`src/rtl/ps_rr_packet_arbiter_pkg.sv`:
```
// Shared types and helpers for the PacketStream round-robin arbiters.
// rr_pick is the generic round-robin search used by software-style models and wider arbiters.
package ps_arb_pkg;

    typedef enum logic {ST_IDLE, ST_BUSY} ps_arb_state_t;

    localparam int MAX_INPUTS = 32;

    typedef struct packed {
        logic       found;
        logic [4:0] idx;
    } rr_pick_t;

    // Returns the first requesting index at or after ptr, wrapping modulo n.
    function automatic rr_pick_t rr_pick(input logic [MAX_INPUTS-1:0] req,
                                         input int unsigned n,
                                         input int unsigned ptr);
        rr_pick_t    res;
        int unsigned idx_k;
        res = '0;
        for (int k = int'(n) - 1; k >= 0; k--) begin
            idx_k = (ptr + unsigned'(k)) % n;
            if (req[idx_k]) begin
                res.found = 1'b1;
                res.idx   = 5'(idx_k);
            end
        end
        return res;
    endfunction

endpackage

```
`src/rtl/ps_rr_packet_arbiter_picker.sv`:
```
// Combinational round-robin index picker: rotate by ptr, priority-encode, unrotate.
module rr_index_picker #(
    parameter  int INPUTS = 4,
    localparam int IDX_W  = $clog2(INPUTS)
) (
    input  logic [INPUTS-1:0] req,
    input  logic [IDX_W-1:0]  ptr,
    output logic [IDX_W-1:0]  idx,
    output logic              found
);

    logic [2*INPUTS-1:0] req_dbl;
    logic [INPUTS-1:0]   rot;
    logic [IDX_W-1:0]    off;
    logic [IDX_W:0]      sum;

    always_comb begin
        req_dbl = {req, req} >> ptr;
        rot     = req_dbl[INPUTS-1:0];
        off     = '0;
        // Descending scan so the lowest rotated position (closest to ptr) wins.
        for (int i = INPUTS - 1; i >= 0; i--) begin
            if (rot[i]) off = IDX_W'(i);
        end
        sum = {1'b0, ptr} + {1'b0, off};
        if (sum >= (IDX_W+1)'(INPUTS)) sum = sum - (IDX_W+1)'(INPUTS);
        idx   = sum[IDX_W-1:0];
        found = |req;
    end

endmodule

```
`src/rtl/ps_rr_packet_arbiter.sv`:
```
// Packet-granular round-robin arbiter: one PacketStream sink shared by INPUTS sources.
// A granted source keeps the sink until its eop word is transferred.
module ps_rr_packet_arbiter
    import ps_arb_pkg::*;
#(
    parameter  int WIDTH  = 8,
    parameter  int INPUTS = 4,
    localparam int IDX_W  = $clog2(INPUTS)
) (
    input  logic                          reset,
    input  logic                          clk,
    input  logic [INPUTS-1:0][WIDTH-1:0]  i_dat,
    input  logic [INPUTS-1:0]             i_val,
    input  logic [INPUTS-1:0]             i_eop,
    output logic [INPUTS-1:0]             i_rdy,
    output logic [WIDTH-1:0]              o_dat,
    output logic                          o_val,
    output logic                          o_eop,
    input  logic                          o_rdy,
    output logic [IDX_W-1:0]              o_sel
);

    ps_arb_state_t    state_q, state_d;
    logic [IDX_W-1:0] ptr_q, ptr_d;
    logic [IDX_W-1:0] sel_q, sel_d;
    logic [IDX_W-1:0] cand;
    logic             cand_found;
    logic [IDX_W-1:0] cur;
    logic             active;

    function automatic logic [IDX_W-1:0] next_idx(input logic [IDX_W-1:0] i);
        return (i == IDX_W'(INPUTS - 1)) ? '0 : i + 1'b1;
    endfunction

    rr_index_picker #(.INPUTS(INPUTS)) u_picker (
        .req   (i_val),
        .ptr   (ptr_q),
        .idx   (cand),
        .found (cand_found)
    );

    always_comb begin
        state_d = state_q;
        ptr_d   = ptr_q;
        sel_d   = sel_q;
        cur     = ptr_q;
        active  = 1'b0;
        case (state_q)
            ST_IDLE: begin
                if (cand_found) begin
                    cur    = cand;
                    active = 1'b1;
                    // A stalled or multi-word offer locks the candidate so it is never withdrawn.
                    if (i_val[cand] && o_rdy && i_eop[cand]) begin
                        ptr_d = next_idx(cand);
                    end else begin
                        sel_d   = cand;
                        state_d = ST_BUSY;
                    end
                end
            end
            ST_BUSY: begin
                cur    = sel_q;
                active = 1'b1;
                if (i_val[sel_q] && o_rdy && i_eop[sel_q]) begin
                    ptr_d   = next_idx(sel_q);
                    state_d = ST_IDLE;
                end
            end
            default: ;
        endcase

        // Outputs are forced quiet while reset is held, even with sources valid.
        active     = active & reset;
        o_sel      = cur;
        o_dat      = i_dat[cur];
        o_val      = active & i_val[cur];
        o_eop      = o_val & i_eop[cur];
        i_rdy      = '0;
        i_rdy[cur] = active & o_rdy;
    end

    always_ff @(posedge clk or negedge reset) begin
        if (!reset) begin
            state_q <= ST_IDLE;
            ptr_q   <= '0;
            sel_q   <= '0;
        end else begin
            state_q <= state_d;
            ptr_q   <= ptr_d;
            sel_q   <= sel_d;
        end
    end

endmodule

```
`config.mk`:
```
export PLATFORM = sky130hd
export DESIGN_NAME = ps_rr_packet_arbiter
export DESIGN_NICKNAME = d
export VERILOG_FILES = /design/src/rtl/ps_rr_packet_arbiter_pkg.sv /design/src/rtl/ps_rr_packet_arbiter_picker.sv /design/src/rtl/ps_rr_packet_arbiter.sv
export SDC_FILE = /design/constraint.sdc
export NUM_CORES = 1
export LEC_CHECK = 0
export CAP_MARGIN = 20
export CORE_MARGIN = 5
export CORE_UTILIZATION = 30
export CTS_CLUSTER_SIZE = 14
export DETAILED_ROUTE_END_ITERATION = 10
export GPL_ROUTABILITY_DRIVEN = 0
export GPL_TIMING_DRIVEN = 0
export HOLD_SLACK_MARGIN = 0.05
export PLACE_DENSITY = 0.66
export SLEW_MARGIN = 20
export SYNTH_ARGS = -nofsm -noshare
export SYNTH_HDL_FRONTEND = slang
export SYNTH_SLANG_ARGS = --single-unit
```
`constraint.sdc`:
```
create_clock -name clk -period 7.6 [get_ports clk]
set_input_delay 0.76 -clock clk [delete_from_list [all_inputs] [get_ports clk]]
set_output_delay 0.76 -clock clk [all_outputs]
set_load 0.02 [all_outputs]
```
After elaboration in Yosys (flattened, before gate mapping):

Cells that the tools add are included.

* add/sub/neg operators: 4
* magnitude comparators: 5
* equal/unequal tests: 5
* shift-type cells: 1
* mux-type cells: 35
* bitwise gates (word level): 7
* reductions and logical operators: 8

Operator list (count)
* $mux W2: 11
* $bmux W8 S2: 1
* $bmux W1 S2: 6
* $mux W1: 11
* $lt A2 B3 Y1 const B: 3
* $mux W8: 1
* $pmux W2 S2: 2
* $shr A8 B2 Y4: 1
* $reduce_and A3 Y1: 2
* $logic_and A1 B1 Y1: 5
* $add A2 B1 Y2 const B: 2
* $and A1 B1 Y1: 4
* $and A4 B4 Y4: 1
* $eq A2 B2 Y1 const B: 2
* $ne A2 B2 Y1 const B: 2
* $pmux W1 S2: 2
* $reduce_or A4 Y1: 1
* $add A2 B2 Y3: 1
* $ge A3 B3 Y1 const B: 1
* $demux W1 S2: 1
* $ge A2 B1 Y1 const B: 1
* $ne A2 B1 Y1 const B: 1
* $not A1 Y1: 2
* $sub A2 B1 Y2 const B: 1

* flip-flop bits (word level): 5
* input port bits: 43
* output and inout port bits: 16
* logic and storage cells: 68

Logic depth before layout (Yosys ltp):

Gate-level depths: netlist (run 1).

* depth after elaboration: 15
* depth in mapped cells: 14
* depth with buffers taken out: 12

Modules after synthesis:

Synthesis (run 1) repeated with hierarchy kept, for this count alone.

* cells, all modules: 87
* area total of the unflattened synthesis: 905.9 um^2

By module, submodules not included
* ps_rr_packet_arbiter: instances 1, cells each 60, area an instance 726.9 um^2, seq. area each 125.1 um^2
* rr_index_picker: instances 1, cells each 27, area an instance 178.9 um^2, seq. area each 0.0 um^2

Worst setup path after synthesis (run 1):

OpenSTA, ideal clock, no wires.

* kind: input to output
* start: input i_val[2]
* end: output i_rdy[0]
* arrival time: 3.353 ns
* data required time: 6.840 ns
* setup slack: 3.487 ns
* stages on the path: 13
* path buffers: 3
* cell sequence: clkbuf_1 nand2_1 a21oi_1 nor2_1 a211oi_1 a21oi_1 ha_1 clkbuf_1 mux2_2 o21ai_2 buf_4 inv_1 nor3_1

* word-level cells in the longest chain between the ends: 15
* elaborated cells on any way between the ends: 22
* classes of those cells: 2 x add/sub; 3 x order compare; 1 x shift; 11 x mux; 3 x bitwise; 2 x reduce/logical

Ends and longest elaborated chain
* from (decl): RTL line ps_rr_packet_arbiter.sv:13 `input logic [INPUTS-1:0] i_val,`
* $shr A8 B2 Y4 *: RTL line ps_rr_packet_arbiter_picker.sv:18 `req_dbl = {req, req} >> ptr;`
* $mux W2 (3 in a row): RTL line ps_rr_packet_arbiter_picker.sv:23 `if (rot[i]) off = IDX_W'(i);`
* $mux W2 *: RTL line ps_rr_packet_arbiter_picker.sv:23
* $add A2 B2 Y3 *: RTL line ps_rr_packet_arbiter_picker.sv:25 `sum = {1'b0, ptr} + {1'b0, off};`
* $ge A3 B3 Y1 or $sub A2 B1 Y2 (tied branches): RTL line ps_rr_packet_arbiter_picker.sv:26 `if (sum >= (IDX_W+1)'(INPUTS)) sum = sum - (IDX_W+1)'(INPUTS);`
* $mux W2 *: RTL line ps_rr_packet_arbiter_picker.sv:26
* named net cand[0]: RTL line ps_rr_packet_arbiter.sv:26 `logic [IDX_W-1:0] cand;`
* $mux W2 *: RTL line ps_rr_packet_arbiter.sv:50 `if (cand_found) begin`
* $pmux W2 S2 *: RTL line ps_rr_packet_arbiter.sv:48 `case (state_q)`
* named net o_sel[0]: RTL line ps_rr_packet_arbiter.sv:20 `output logic [IDX_W-1:0] o_sel`
* $lt A2 B3 Y1 (implied by the code) or $ge A2 B1 Y1 (tied branches): RTL line ps_rr_packet_arbiter.sv:80 `i_rdy[cur] = active & o_rdy;`
* $logic_and A1 B1 Y1 (implied by the code): RTL line ps_rr_packet_arbiter.sv:80
* $mux W1 (implied by the code): RTL line ps_rr_packet_arbiter.sv:80
* $demux W1 S2 *: RTL line ps_rr_packet_arbiter.sv:80
* $and A4 B4 Y4 (no source line) *
* to (decl): RTL line ps_rr_packet_arbiter.sv:15 `output logic [INPUTS-1:0] i_rdy,`

Mark *: on every way through the listed nets, which the timed path passes. The rest lies on a longest branch.

Final worst setup path (run 1):

* start: input i_val[2]
* end: output o_dat[1]

* word-level cells in the longest chain between the ends: 12
* elaborated cells on any way between the ends: 14
* classes of those cells: 2 x add/sub; 1 x order compare; 1 x shift; 9 x mux; 1 x reduce/logical

Ends and longest elaborated chain
* $shr A8 B2 Y4 *: RTL line ps_rr_packet_arbiter_picker.sv:18
* $mux W2 (3 in a row): RTL line ps_rr_packet_arbiter_picker.sv:23
* $mux W2 *: RTL line ps_rr_packet_arbiter_picker.sv:23
* $add A2 B2 Y3 *: RTL line ps_rr_packet_arbiter_picker.sv:25
* $ge A3 B3 Y1 or $sub A2 B1 Y2 (tied branches): RTL line ps_rr_packet_arbiter_picker.sv:26
* $mux W2 *: RTL line ps_rr_packet_arbiter_picker.sv:26
* named net cand[0]: RTL line ps_rr_packet_arbiter.sv:26
* $mux W2 *: RTL line ps_rr_packet_arbiter.sv:50
* $pmux W2 S2 *: RTL line ps_rr_packet_arbiter.sv:48
* $bmux W8 S2 *: RTL line ps_rr_packet_arbiter.sv:76 `o_dat = i_dat[cur];`
* $mux W8 (implied by the code) *: RTL line ps_rr_packet_arbiter.sv:76
* to (decl): RTL line ps_rr_packet_arbiter.sv:16 `output logic [WIDTH-1:0] o_dat,`

Mark *: on every way through the listed nets, which the timed path passes. The rest lies on a longest branch. The select of a mux whose other input is x is not followed.

==> metrics, run 1 <==
outcome=complete, no violations; H-tree Lvls=1; Reg clk slew, reported paths=0.03 ns; via count=1,270; iteration-0 DRC count of the detailed router=37; CP required=between 6 and 7 ns; routed wl met3=210 um; final-stage net count=between 200 and 250; Async S/R FF share, synth=1.00; gr ovfl total=0; row cnt=22; Antenna Cells=0; Fin Hold WS=between 0.6 and 0.7 ns; Cell variety after synth=between 40 and 50; clk root buf=clkbuf_8; chip height=just over 70 um; post-CTS setup buffer count=0; power per cell area=approximately 450 mW/mm^2; top routing layer in use=met4; final wirelength=between 3 and 4 mm; slowest stage cell, crit path=clkdlybuf4s50_1; syn avg cell area=8.26 sq um; Critical Path AT=4.46 ns; most common cell after layout, fill and taps aside=clkdlybuf4s50_1; EDFF count, synth=0; R2R depth=13; cts hold-fix bufs=0; Register Area=125 sq um; reg2reg setup slack=4.44 ns; Filler Cell Count=349; number of buffers created by CTS=3; Max Slew Vio Count=0; post-synthesis sequential area ratio=0.114; DR vias/cell=between 5 and 6; post-route met1 wirelength=1.46 mm; most frequent cells in the layout=58 x clkdlybuf4s50_1, 29 x mux2i_1, 11 x nand2_1, 6 x nor3_1; CP Capture Type=primary output; post-route DRC violation count=0; CP cell instances=clkdlybuf4s50_1, clkbuf_1, nor2b_1, a21oi_1, nor2_1, a211oi_1, a21oi_1, ha_1, clkbuf_1, mux2_2, o21ai_2, buf_2, mux2i_1, mux2i_1, clkdlybuf4s50_1; Reg-to-Reg Start=ptr_q[1]$_DFFE_PN0P_; max frequency=roughly 0.19 GHz; Die ar.=between 0.004 and 0.005 sq mm; layout cells sized above 1=0.118; Max-slew headroom=0.387; GR Util All Layers=0.144; Final min period=approximately 5.2 ns; Syn Std Cell Area=roughly 0.0011 sq mm; area of the multi-input gates=897 sq um; Ys Warns=0; WHS Endpoint=sel_q[1]$_DFFE_PN0P_; Leak=between 0.7 and 0.8 nW; core area=around 0.0036 sq mm; worst hold path class=reg -> reg; initial cell density of the core=0.305; DRT antenna net count=0; worst vdd ir=219 uV; I/O Pins=between 50 and 60; DRT Pass-1 Iters=4; critical path class=in -> out; Syn Inst Count=roughly 130; Worst setup startpoint=i_val[2]; CTS resizes=0; clock skew=just under 0.0002 ns; HP Start=sel_q[1]$_DFFE_PN0P_; WL per Instance=approximately 15 um; RSZ-0062 raised after global routing=no; vias in the first global route=between 1,000 and 1,500; largest net degree at the start of global routing=11; Clock Latency Late Sink=approximately 0.22 ns; crit-path max FO=10; CP max stage delay=0.63 ns; met2 routed WL=between 1.5 and 2 mm; Synth Register Bits=5; PortBufs=58; die width=approximately 70 um; first-pass GRT wire length=around 6 mm; CTS tree=yes; CTS sink count=5; initial antenna violation count=0; FF-to-FF End=sel_q[0]$_DFFE_PN0P_; TNS Setup=0 ns; fin crit share=0.686; endpoints failing hold=0; Net Count, Synth=roughly 180; hold path depth=1; maxcap violations=0; crit start category=input pin; Area growth, synth to finish=62.4%; Worst-Margin Slew=~0.91 ns; top_reg_cell synth=dfrtp_1; placed wire-length estimate=just over 3 mm; Longest Clk Path Bufs=2; # setup viols final=0
==> registers in the layout (all words and copies together) (netlist names) <==
signal   count
ptr_q        2
sel_q        2
state_q      1
==> worst max-delay path: cells and delay by family <==
family | cells | cell delay (ns)
buffers and inverters | 5 | 2.02
adders and majority gates | 1 | 0.28
muxes | 3 | 0.59
AOI/OAI and AO/OA | 4 | 0.63
and+or+nand+nor | 2 | 0.16
==> cells by family after synthesis <==
logic type               share of synthesized area
buffers and inverters                       0.0695
AO/OA/AOI/OAI                                0.237
flip-flops                                   0.114
XOR/XNOR                                    0.0159
AND/OR/NAND/NOR                              0.226
multiplexers                                 0.315
adder cells (fa/ha/maj)                     0.0228
==> final cells by class <==
| type | instances | area share |
|---|---|---|
| inverter | 4 | 0.00842 |
| clock buffer | 4 | 0.0252 |
| sequential | 5 | 0.0701 |
| tap | 48 | 0.0337 |
| timing repair buffer | 58 | 0.325 |
| buffer | 10 | 0.0344 |
| multi-input combinational | 114 | 0.503 |
==> worst max-delay path by stage <==
stage,endpoint,slack [ns],depth (start not counted)
floorplan,i_rdy[0],3.49,13
global placement,o_val,2.41,15
detailed placement,o_val,2.35,15
CTS,o_val,2.34,15
global route,o_dat[1],1.97,15
finish,o_dat[1],2.38,15
==> power breakdown <==
| part | internal, W | total (W) | switching, W | leakage, nW |
|---|---|---|---|---|
| combinational | 0.000334 | 0.000683 | 0.000349 | 0.646 |
| sequential | 0.0000409 | 0.0000664 | 0.0000254 | 0.0578 |
| clock | 0.0000359 | 0.0000480 | 0.0000121 | 0.0228 |
| total | 0.000411 | 0.000797 | 0.000386 | 0.727 |
==> cell usage after synthesis, types with 2 or more instances <==
master,instances,area share
mux2_2,3,0.031
nand2b_1,3,0.017
a21oi_1,4,0.018
ha_1,2,0.023
clkbuf_1,3,0.010
nor3_1,6,0.027
mux2_1,2,0.020
buf_2,4,0.018
o31ai_1,2,0.014
mux2i_1,29,0.26
a31oi_1,4,0.023
nand3_1,5,0.023
dfrtp_1,5,0.11
o21ai_0,3,0.014
o211ai_1,4,0.027
nor2_1,4,0.014
buf_6,2,0.020
nor4bb_1,2,0.018
o22ai_1,2,0.011
inv_1,4,0.014
nand3b_1,2,0.014
nand2_1,11,0.038
==> stage by stage <==
stage	instances	worst slack (ns)	util	power, W	area (sq um)
5_1_grt	243	1.97	0.495	0.000857	1780
2_1_floorplan	133	3.49	-	0.000534	1100
6_report	243	2.38	0.495	0.000797	1780
3_3_place_gp	239	2.41	0.482	0.000742	1740
3_5_place_dp	239	2.35	0.482	0.000753	1740
4_1_cts	243	2.34	0.495	0.000805	1780
==> layer usage <==
metal,global-route usage,vias to the layer above
li1,-,645
met1,0.186,583
met2,0.246,40
met3,0.0230,2
met4,0.0404,0
met5,0,-
Note: power is estimated with default switching activity, not from simulation.
==> run 2: changes to the inputs <==
--- a/config.mk
+++ b/config.mk
@@ -13,7 +13,7 @@
 export GPL_ROUTABILITY_DRIVEN = 0
 export GPL_TIMING_DRIVEN = 0
 export HOLD_SLACK_MARGIN = 0.05
-export PLACE_DENSITY = 0.66
+export PLACE_DENSITY = 0.69
 export SLEW_MARGIN = 20
 export SYNTH_ARGS = -nofsm -noshare
 export SYNTH_HDL_FRONTEND = slang
==> constraint.sdc (replaced) <==
create_clock -name clk -period 4.2 [get_ports clk]
set_input_delay 0.42 -clock clk [delete_from_list [all_inputs] [get_ports clk]]
set_output_delay 0.42 -clock clk [all_outputs]
set_load 0.02 [all_outputs]
==> run 2 against run 1 <==
Net effect: global-route usage rose by 0.32 points; flip-flop and latch count unchanged; clock power rose by 81%; combinational power rose by 77%; critical path depth fell by 1; sequential power is 85% higher; first-iteration DRC count fell by 41%; largest cell class unchanged.
==> metrics, run 2 (synthesis results as in run 1) <==
delay-heaviest family, CP=buffers and inverters; chip height=70.5 um (unchanged); CP max stage delay=0.49 ns (-0.14 ns); CP cell instances=clkdlybuf4s50_1, clkbuf_2, nand2_1, a21oi_1, nor2_1, a211oi_1, a21oi_1, ha_1, mux2_2, o21ai_4, mux2i_1, a31oi_1, a211oi_2, dlygate4sd2_1; Reg clk slew, reported paths=0.03 ns (about the same); iteration-0 DRC count of the detailed router=22 (-41%); WL per Instance=15.4 um (+3.8%); final-stage net count=240 (-0.41%); CP required=3.78 ns (-3.06 ns); die width=70.5 um (unchanged); via count=1,300 (+2.4%); Most common cell on crit path=a21oi_1; post-place instance area=0.00174 sq mm (unchanged); Final WS setup=0.202 ns (-2.18 ns); TNS Setup=0 ns (unchanged); DRT antenna net count=0 (unchanged); Filler Cell Count=352 (+0.86%); CTS sink count=5 (unchanged); first-pass GRT wire length=6.11 mm (+2.7%); Post-Route Utilization=0.496 (+0.00139); power per cell area=795 mW/mm^2 (+78%); H-tree Lvls=1 (unchanged); crit-path max FO=10 (unchanged); R2R depth=13 (unchanged); initial cell density of the core=0.305 (unchanged); number of buffers created by CTS=3 (unchanged); DR vias/cell=5.37 (+2.8%); critical path class=in -> out; FF-to-FF End=sel_q[1]$_DFFE_PN0P_; gr ovfl total=0 (unchanged); fin crit share=0.952; dpl ws=-0.420 ns (-2.77 ns); Clock Latency Late Sink=0.22 ns (about the same); post-CTS setup buffer count=0 (unchanged); # setup viols final=0 (unchanged); slowest stage cell, crit path=clkdlybuf4s50_1; outcome=complete, no violations; area of the multi-input gates=905 sq um (+0.84%); end of the critical path=o_eop; RSZ-0062 raised after global routing=no; Worst setup startpoint=i_val[2]; Critical Path AT=3.58 ns (-0.88 ns); Max Slew Vio Count=0 (unchanged); Leak=0.794 nW (+9.3%); Area growth, synth to finish=62.9%; reg2reg setup slack=1.04 ns (-3.40 ns); WP buf/inv=3 (-2); clock skew=0.000685 ns (+0.000486 ns); I/O Pins=59 (unchanged); max frequency=between 0.2 and 0.3 GHz; Final Cell Area=0.00179 sq mm (+0.28%); largest net degree at the start of global routing=11 (unchanged); worst hold path class=in -> async; CP Capture Type=primary output; vias in the first global route=1,274 (+2.7%); maxcap violations=0 (unchanged); Die ar.=0.00497 sq mm (unchanged); clk root buf=clkbuf_8; Register Area=125 sq um (unchanged); GR Util All Layers=0.147 (+0.00316); worst vdd ir=398 uV (+82%); initial antenna violation count=0 (unchanged); post-route DRC violation count=0 (unchanged); crit start category=input pin; cts hold-fix bufs=0 (unchanged); Max-slew headroom=0.395 (+0.00762); Final min period=4.00 ns; CP Depth=14 (-1); most frequent cells in the layout=44 x clkdlybuf4s50_1, 29 x mux2i_1, 12 x dlygate4sd2_1, 11 x nand2_1, 6 x nor3_1; layout cells sized above 1=0.124 (+0.00576); top flop regs=ptr_q x2, sel_q x2, state_q x1; DRT Pass-1 Iters=4 (unchanged); Longest Clk Path Bufs=2 (unchanged); final wirelength=3.73 mm (+3.3%); Worst-Margin Slew=0.900 ns (-0.0113 ns); placed wire-length estimate=3.00 mm (-0.45%); most common cell after layout, fill and taps aside=clkdlybuf4s50_1; endpoints failing hold=0 (unchanged); PortBufs=58 (unchanged); Antenna Cells=0 (unchanged); row cnt=22 (unchanged); CTS tree=yes; core area=0.00361 sq mm (unchanged); Reg-to-Reg Start=ptr_q[1]$_DFFE_PN0P_
[run 2: power by group]
group	total (W)	switching (W)	internal (W)
logic	0.00121	0.000648	0.000565
clock network	0.0000867	0.0000217	0.0000650
registers	0.000123	0.0000494	0.0000740
[run 2: cell type report]
class	instances	share of cell area
Buffer	9	0.0385
Clock buffer	4	0.0252
Inverter	4	0.00839
Multi-Input combinational cell	114	0.506
Sequential cell	5	0.0699
Tap cell	48	0.0336
Timing Repair Buffer	58	0.319
[run 2: per-stage QoR]
| stage | hold slack [ns] | std cells | power [W] |
|---|---|---|---|
| 2_1_floorplan | 0.124 | 133 | 0.000966 |
| 3_3_place_gp | 0.624 | 239 | 0.00134 |
| 3_5_place_dp | 0.619 | 239 | 0.00137 |
| 4_1_cts | 0.454 | 243 | 0.00143 |
| 5_1_grt | 0.482 | 242 | 0.00153 |
| 6_report | 0.460 | 242 | 0.00142 |
[run 2: worst min-delay path by stage]
stage                           endpoint  cells past startpoint  slack, ns
detailed placement  sel_q[1]$_DFFE_PN0P_                      1       0.62
CTS                 sel_q[0]$_DFFE_PN0P_                      1       0.45
global placement    sel_q[1]$_DFFE_PN0P_                      1       0.62
finish              sel_q[0]$_DFFE_PN0P_                      1       0.46
floorplan           ptr_q[0]$_DFFE_PN0P_                      0       0.12
global route        sel_q[0]$_DFFE_PN0P_                      1       0.48
[run 2: what timing repair did]
| item | 4_1_cts | 5_1_grt |
|---|---|---|
| pin swaps | 0 | 0 |
| resized for setup | 17 | 2 |
| setup endpoints to repair | 15 | 15 |
[run 2: per-layer routing]
layer	up-vias	GRT usage	part of all wire
met1	623	0.175	0.41
met4	0	0.0404	0.0056
met3	2	0.0216	0.049
met2	33	0.271	0.54
met5	-	0	0
li1	642	-	-
==> run 3: changes to the inputs <==
--- a/config.mk
+++ b/config.mk
@@ -5,6 +5,7 @@
 export SDC_FILE = /design/constraint.sdc
 export NUM_CORES = 1
 export LEC_CHECK = 0
+export ABC_CLOCK_PERIOD_IN_PS = 4200
 export CAP_MARGIN = 20
 export CORE_MARGIN = 5
 export CORE_UTILIZATION = 30
==> results of run 3 <==
The final DEF is identical to that of run 2; final timing and power are the same.
